File: src/rtl/stripe_scroller.sv
// Multi-stripe scrolling block generator for the VGA pixel path.
// N_STRIPES vertical stripes, each with its own offset/width/colour/speed/direction, drawn with one-cycle latency.
module stripe_scroller #(
    parameter int N_STRIPES = 4,
    parameter int H_ACTIVE  = 640,
    parameter int W_BITS    = 7,
    parameter int S_BITS    = 4,
    parameter int IDX_BITS  = 2
) (
    input  logic                clk,
    input  logic                rst_n,
    input  logic [9:0]          col,
    input  logic [9:0]          row,
    input  logic                valid,
    input  logic                frame_tick,
    input  logic                pause,
    input  logic                cfg_we,
    input  logic [IDX_BITS-1:0] cfg_idx,
    input  logic [9:0]          cfg_offset,
    input  logic [W_BITS-1:0]   cfg_width,
    input  logic [5:0]          cfg_color,
    input  logic [S_BITS-1:0]   cfg_speed,
    input  logic                cfg_dir,
    output logic [5:0]          block_rgb,
    output logic                block_hit,
    output logic                out_valid
);
    localparam logic [10:0] H_ACT_11 = 11'(H_ACTIVE);
    localparam int          STEP     = H_ACTIVE / N_STRIPES;

    logic [9:0]        r_offset [N_STRIPES];
    logic [W_BITS-1:0] r_width  [N_STRIPES];
    logic [5:0]        r_color  [N_STRIPES];
    logic [S_BITS-1:0] r_speed  [N_STRIPES];
    logic              r_dir    [N_STRIPES];

    logic [N_STRIPES-1:0] w_cover;
    logic [N_STRIPES-1:0] w_wr;
    logic [9:0]           w_scrolled [N_STRIPES];
    logic [9:0]           w_cfg_offset;
    logic [10:0]          w_col;
    logic [5:0]           w_rgb;
    logic                 w_hit;
    logic                 w_unused;

    // Row is carried for interface symmetry with the timing block; stripes span full height.
    assign w_unused = ^row;
    assign w_col    = {1'b0, col};

    assign w_cfg_offset = ({1'b0, cfg_offset} >= H_ACT_11)
                        ? 10'({1'b0, cfg_offset} - H_ACT_11)
                        : cfg_offset;

    for (genvar g = 0; g < N_STRIPES; g++) begin : g_stripe
        logic [10:0] w_start;
        logic [10:0] w_end;
        logic [10:0] w_fwd;
        logic [10:0] w_bwd;
        logic [10:0] w_spd;

        assign w_start = {1'b0, r_offset[g]};
        assign w_end   = w_start + 11'(r_width[g]);
        assign w_spd   = 11'(r_speed[g]);
        assign w_fwd   = w_start + w_spd;
        assign w_bwd   = w_start - w_spd;

        // A stripe whose end passes H_ACTIVE splits into a right-edge part and a left-edge part.
        assign w_cover[g] = (r_width[g] == '0)  ? 1'b0 :
                            (w_end <= H_ACT_11) ? ((w_col >= w_start) && (w_col < w_end)) :
                                                  ((w_col >= w_start) || (w_col < (w_end - H_ACT_11)));

        // Backward underflow wraps mod 2^11; adding H_ACTIVE lands back in range.
        assign w_scrolled[g] = r_dir[g]
                             ? ((w_start < w_spd) ? 10'(w_bwd + H_ACT_11) : 10'(w_bwd))
                             : ((w_fwd >= H_ACT_11) ? 10'(w_fwd - H_ACT_11) : 10'(w_fwd));

        assign w_wr[g] = cfg_we && (cfg_idx == IDX_BITS'(g));
    end

    always_ff @(posedge clk or negedge rst_n) begin
        if (!rst_n) begin
            for (int i = 0; i < N_STRIPES; i++) begin
                r_offset[i] <= 10'(i * STEP);
                r_width[i]  <= '0;
                r_color[i]  <= '0;
                r_speed[i]  <= '0;
                r_dir[i]    <= 1'b0;
            end
        end else begin
            for (int i = 0; i < N_STRIPES; i++) begin
                if (w_wr[i]) begin
                    r_offset[i] <= w_cfg_offset;
                    r_width[i]  <= cfg_width;
                    r_color[i]  <= cfg_color;
                    r_speed[i]  <= cfg_speed;
                    r_dir[i]    <= cfg_dir;
                end else if (frame_tick && !pause) begin
                    r_offset[i] <= w_scrolled[i];
                end
            end
        end
    end

    // Scan from the top index down so the lowest covering stripe is written last and wins.
    always_comb begin
        w_rgb = '0;
        w_hit = 1'b0;
        for (int i = N_STRIPES - 1; i >= 0; i--) begin
            if (w_cover[i]) begin
                w_rgb = r_color[i];
                w_hit = 1'b1;
            end
        end
        if (!valid) begin
            w_rgb = '0;
            w_hit = 1'b0;
        end
    end

    always_ff @(posedge clk or negedge rst_n) begin
        if (!rst_n) begin
            block_rgb <= '0;
            block_hit <= 1'b0;
            out_valid <= 1'b0;
        end else begin
            block_rgb <= w_rgb;
            block_hit <= w_hit;
            out_valid <= valid;
        end
    end
endmodule

File: config.mk
export PLATFORM = sky130hd
export DESIGN_NAME = stripe_scroller
export DESIGN_NICKNAME = d
export VERILOG_FILES = /design/src/rtl/stripe_scroller.sv
export SDC_FILE = /design/constraint.sdc
export NUM_CORES = 1
export LEC_CHECK = 0
export ABC_AREA = 1
export CAP_MARGIN = 20
export CELL_PAD_IN_SITES_DETAIL_PLACEMENT = 1
export CELL_PAD_IN_SITES_GLOBAL_PLACEMENT = 1
export CORE_ASPECT_RATIO = 0.6
export CORE_UTILIZATION = 49
export CTS_CLUSTER_DIAMETER = 80
export DETAILED_ROUTE_END_ITERATION = 6
export GPL_TIMING_DRIVEN = 1
export HOLD_SLACK_MARGIN = 0.12
export PLACE_DENSITY = 0.95
export SKIP_CTS_REPAIR_TIMING = 1
export SYNTH_ARGS = -nofsm -noshare
export SYNTH_HDL_FRONTEND = slang
export SYNTH_SLANG_ARGS = --single-unit
File: constraint.sdc
create_clock -name clk -period 7.1 [get_ports clk]
set_input_delay 0.71 -clock clk [delete_from_list [all_inputs] [get_ports clk]]
set_output_delay 0.71 -clock clk [all_outputs]
set_load 0.02 [all_outputs]
-- Word level (Yosys, flattened, before mapping)
Index checks and enable logic that the tools add are counted.
- $add $sub $neg: 25
- order comparisons: 25
- reduce and logical (&&, ||, !) cells: 23
- equality and inequality tests: 3
- multiplexer cells: 39
- operator list (operator ; number):
    $mux W10 ; 21
    $lt A10 B11 Y1 ; 8
    $sub A10 B10 Y10 const B ; 5
    $add A10 B4 Y11 ; 4
    $add A10 B7 Y11 ; 4
    $ge A11 B10 Y1 const B ; 4
    $le A11 B10 Y1 const B ; 4
    $sub A11 B10 Y11 const B ; 4
    $add A10 B10 Y10 const B ; 4
    $ge A10 B10 Y1 ; 4
    $lt A10 B4 Y1 ; 4
    $sub A10 B4 Y10 ; 4
    $mux W6 ; 5
    $logic_not A7 Y1 ; 4
    $mux W1 ; 13
    $ge A10 B10 Y1 const B ; 1
    $logic_and A1 B1 Y1 ; 9
    $reduce_bool A2 Y1 ; 4
    $eq A2 B2 Y1 const B ; 2
    $logic_or A1 B1 Y1 ; 4
    $eq A2 B1 Y1 const B ; 1
    $logic_not A2 Y1 ; 1
    $logic_not A1 Y1 ; 1
- input port bits: 56
- logic and storage cells: 138
- register bits after elaboration: 120
- output and inout port bits: 8

-- Logic depth before layout (Yosys ltp)
- word-level depth: 11
- mapped depth: 27
- mapped depth without buffers: 27

-- Least setup slack after synthesis
OpenSTA, ideal clock, no wires.
- path type: flip-flop to flip-flop
- from: register r_offset (netlist bit g_stripe[2].w_start[0])
- to: register block_rgb[2]
- data arrival time: 2966 ps
- cell stages (with the launch flop): 28
- buffers on the path: 1
- setup time: 73 ps
- required time: 7027 ps
- clock period less this slack: 3039 ps
- slack: 4061 ps
- cells stage by stage: dfrtp_1 -> ha_1 -> inv_1 -> fa_1 -> inv_1 -> nand3_1 -> nand3_1 -> nand2_1 -> nand2_1 -> nand2_1 -> nand2_1 -> ha_1 -> ha_1 -> nand2_1 -> inv_1 -> nand2_1 -> nand2_1 -> nand2_1 -> nand2_1 -> nand3_1 -> nor2_1 -> nand2_1 -> nand3_2 -> buf_6 -> nor2_2 -> nor2_1 -> nand2_1 -> a21oi_2
- longest elaborated chain between the ends: 10
- elaborated cells on any way between the ends: 14
- classes of those cells: add/sub (2); order compare (4); mux (6); reduce/logical (2)
- RTL lines (element ; RTL line ; RTL):
    start: declaration ; 31 ; logic [9:0] r_offset [N_STRIPES];
    start signal: indexed assignment ; 83 ; r_offset[i] <= 10'(i * STEP);
    start signal: indexed assignment ; 92 ; r_offset[i] <= w_cfg_offset;
    start signal: indexed assignment ; 98 ; r_offset[i] <= w_scrolled[i];
    $add A10 B7 Y11 ; 62 ; assign w_end = w_start + 11'(r_width[g]);
    $sub A11 B10 Y11 ; 70 ; ((w_col >= w_start) || (w_col < (w_end - H_ACT_11)));
    $lt A10 B11 Y1 ; 70 ;
    $logic_or A1 B1 Y1 ; 70 ;
    $mux W1 * ; 69 ; (w_end <= H_ACT_11) ? ((w_col >= w_start) && (w_col < w_end)) :
    $mux W1 * ; 68 ; assign w_cover[g] = (r_width[g] == '0) ? 1'b0 :
    $mux W6 * (3 in series) ; 109 ; if (w_cover[i]) begin
    $mux W6 * ; 114 ; if (!valid) begin
    net w_rgb[2] ; 42 ; logic [5:0] w_rgb;
    end signal: assignment ; 126 ; block_rgb <= w_rgb;
    end: declaration ; 24 ; output logic [5:0] block_rgb,
The timed path passes the listed nets; every way through them passes the cells marked *.
A chain may end at the register's enable or synchronous reset.

-- Worst setup path in the final report
- from: register r_offset (netlist bit g_stripe[3].w_start[0])
- to: register block_rgb[0]
- longest elaborated chain between the ends: 11
- elaborated cells on any way between the ends: 15
- classes of those cells: add/sub (2); order compare (4); mux (7); reduce/logical (2)
- RTL lines (element ; RTL line):
    $add A10 B7 Y11 ; 62
    $sub A11 B10 Y11 ; 70
    $lt A10 B11 Y1 ; 70
    $logic_or A1 B1 Y1 ; 70
    $mux W1 * ; 69
    $mux W1 * ; 68
    $mux W6 * (4 in series) ; 109
    $mux W6 * ; 114
    net w_rgb[0] ; 42
Marks and branches as above.

==> impl_metrics.yaml <==
status:
  outcome: "complete, no violations"
setup_path:
  startpoint: "g_stripe[3].w_start[0]"
  crit_slowest_cell: "dfrtp_1"
  crit_chain: "ha_1, fa_1, nand2_1, inv_1, nand2_1, nand2_1, nand2_1, nand2_1, nand2_1, nand2_1, ha_1, xor2_1, ha_1, nand2_1, nand2_1, nand2_1, nor2_1, nand2_1, nand3_1, nand2_1, nand2_1, a21oi_1"
  criticalPathCategory: "reg -> reg"
  critical_path.startpoint_type: "register"
  critPathMaxStageDelay_ns: 0.47
  worst_path_most_repeated_cell: "nand2_1"
  rr_worst_depth: 22
  r2r_slack_ns: 2.91
  cp_max_fo: 7
  setup.worst_path.end: "block_rgb[0]"
  rr_startpoint: "g_stripe[3].w_start[0]"
  r2r_end: "block_rgb[0]"
  required_ns: 7.44
  worstSetupEndpointType: "register"
  cp.arrival_ns: 4.53
logic_synthesis:
  synthDistinctLibCells: 53
  syn_inst: 1823
  synth_area_per_cell_um2: 6.775
  async_flop_share_pct: 100.0
  synth_nets: 2051
  yosys.area.top_type: "dfrtp_1"
  synth_top_area_share_pct: 22.69
  ys_seq_area_share_pct: 24.39
  synth_ff_type: "dfrtp_1"
  netlist_top_cells_area: "dfrtp_1, ha_1, nand2_1"
  mappedNetlistArea_um2: 12350
  synth_seq_cells: 120
  synth_edf_count: 0
  yosysWarnings: 0
routing:
  drt_iter0_markers: 1755
  routed_via_density: 6.495
  ant_nets: 0
  wl_mm: 55.94
  via_count: 14340
  route.detailed.drc: 0
  dr.pass1.iters: 6
  wl_per_cell_um: 25.34
clock_tree:
  cts_tree: "built"
  cts_sinks: 120
  clock_path_buffers: 2
  htreeDepth: 4
  clk-insertion-delay-late_ns: 0.46
  cts_buffers: 17
  cts-root-buf: "clkbuf_16"
  path_clk_slew_ns: 0.07
final_layout:
  final_cell_mix: "nand2_1, inv_1, ha_1, nor2_1, o21ai_0"
  drive_gt1_share_pct: 5.729
  n_antenna_cell: 0
  fin_nets: 2101
  stdcell_count: 2207
  area_growth_pct: 12.76
  final_common_cell: "nand2_1"
  nFillCells: 3237
  ff_latch_area_um2: 3013
  multi_input_area_um2: 8184
flow_run:
  drv_cap: 0
timing:
  fin_crit_sh_pct: 59.03
  finalHoldViolCount: 0
  setup_viol: 0
  rsz0062_at_grt: "false"
  max_clock_freq_mhz: 238.6
  min_period_ns: 4.191
  tns_ns: 0
  tightest_slew_ns: 1.169
  fin_worst_skew_ns: 0.01793
  fin_hold_ws_ns: 0.2266
  drv_slew: 0
  max-slew-margin-rel_pct: 22.06
floorplanning:
  die-area_um2: 25860
  die_x_um: 207.0
  core_area_um2: 24440
  rows: 44
  initial_utilization_pct: 50.53
  die-height_um: 125.0
  io_pins: 64
global_route:
  grt_max_degree: 73
  grtUsageTotal_pct: 43.07
  overflow: 0
  antenna_found_initial: 0
  grt_pass1_vias: 14730
  grt_pass1_wl_mm: 84.62
placement:
  portBuffers: 53
  dpl.cell_count: 2173
  dp_hpwl_mm: 36.70
  routabilityCongestion: 0.9483
power:
  ir_worst_vdd_uv: 188.6
  p_leak_nw: 7.332
  p_per_area_nw_per_um2: 447.0
hold_path:
  min_path_type: "in -> async"
## cell type report
| class | count | share of cell area (%) |
|---|---|---|
| tap | 322 | 2.893 |
| clock inverter | 13 | 1.572 |
| timing repair buffer | 63 | 4.708 |
| inverter | 270 | 7.277 |
| clock buffer | 18 | 3.153 |
| multi-input combinational | 1401 | 58.76 |
| sequential | 120 | 21.63 |
## cells by family after synthesis
| family | share of synthesized area (%) |
|---|---|
| AOI/OAI and AO/OA | 14.30 |
| xor gates and xnor gates | 2.897 |
| adders and majority gates | 18.15 |
| buffers and inverters | 9.341 |
| DFF | 24.39 |
| muxes | 0.08105 |
| and+or+nand+nor | 30.83 |
## metrics by stage
step	power [mW]	setup slack, ns	utilization [%]	cell area (um2)
2_1_floorplan	3.674	4.061	-	12350
3_3_place_gp	4.399	3.030	53.98	13190
3_5_place_dp	4.755	2.825	53.98	13190
4_1_cts	6.025	3.076	56.67	13850
5_1_grt	6.602	2.619	56.98	13930
6_report	6.225	2.909	56.98	13930
## Yosys cell counts, drive strengths merged (4+ instances only)
master / n
a21boi: 5
a21o: 5
a21oi: 86
and2: 5
buf: 9
clkbuf: 23
dfrtp: 112
dfstp: 8
fa: 12
ha: 160
inv: 268
nand2: 532
nand3: 122
nand3b: 15
nand4: 30
nor2: 157
nor3: 16
nor4: 6
o211ai: 13
o21a: 5
o21ai: 140
o21bai: 4
o221ai: 26
o31ai: 5
or2: 4
xnor2: 4
xor2: 36
## report_power, final
| part | internal [mW] | switching, mW |
|---|---|---|
| logic | 1.32 | 2.68 |
| clock network | 0.637 | 0.421 |
| registers | 0.870 | 0.297 |
## flip-flops by register name (all words and copies together) (netlist names)
register          count
block_rgb             6
r_width              28
out_valid             1
r_color              24
r_dir                 4
g_stripe.w_start     40
block_hit             1
g_stripe.w_spd       16
## critical path: cells and delay by family (launching register included)
family | cells | cell delay [ns]
compound gates | 1 | 0.24
flops | 1 | 0.47
fa+ha+maj | 4 | 1.33
xor+xnor | 1 | 0.17
buf+inv | 1 | 0.08
simple gates | 15 | 1.78
## worst min path at each step
stage	to	slack, ns	cells past startpoint	start
after floorplan	block_hit	0.41	0	rst_n
after global placement	r_color[20]	0.46	2	r_color[20]
after detailed placement	r_color[19]	0.47	2	r_color[19]
after CTS	r_color[19]	0.48	2	r_color[19]
after global routing	g_stripe[3].w_start[9]	0.25	1	rst_n
final	g_stripe[3].w_start[9]	0.23	1	rst_n
## layer usage
metal | share of wire, % | global-route usage (%) | vias to the layer above
met2 | 42 | 64.63 | 975
met4 | 7.2 | 26.53 | 0
met3 | 11 | 12.85 | 351
met1 | 39 | 54.21 | 6940
li1 | - | - | 6069
met5 | 0 | 0 | -
No activity file was read; power rests on OpenSTA's default activity.
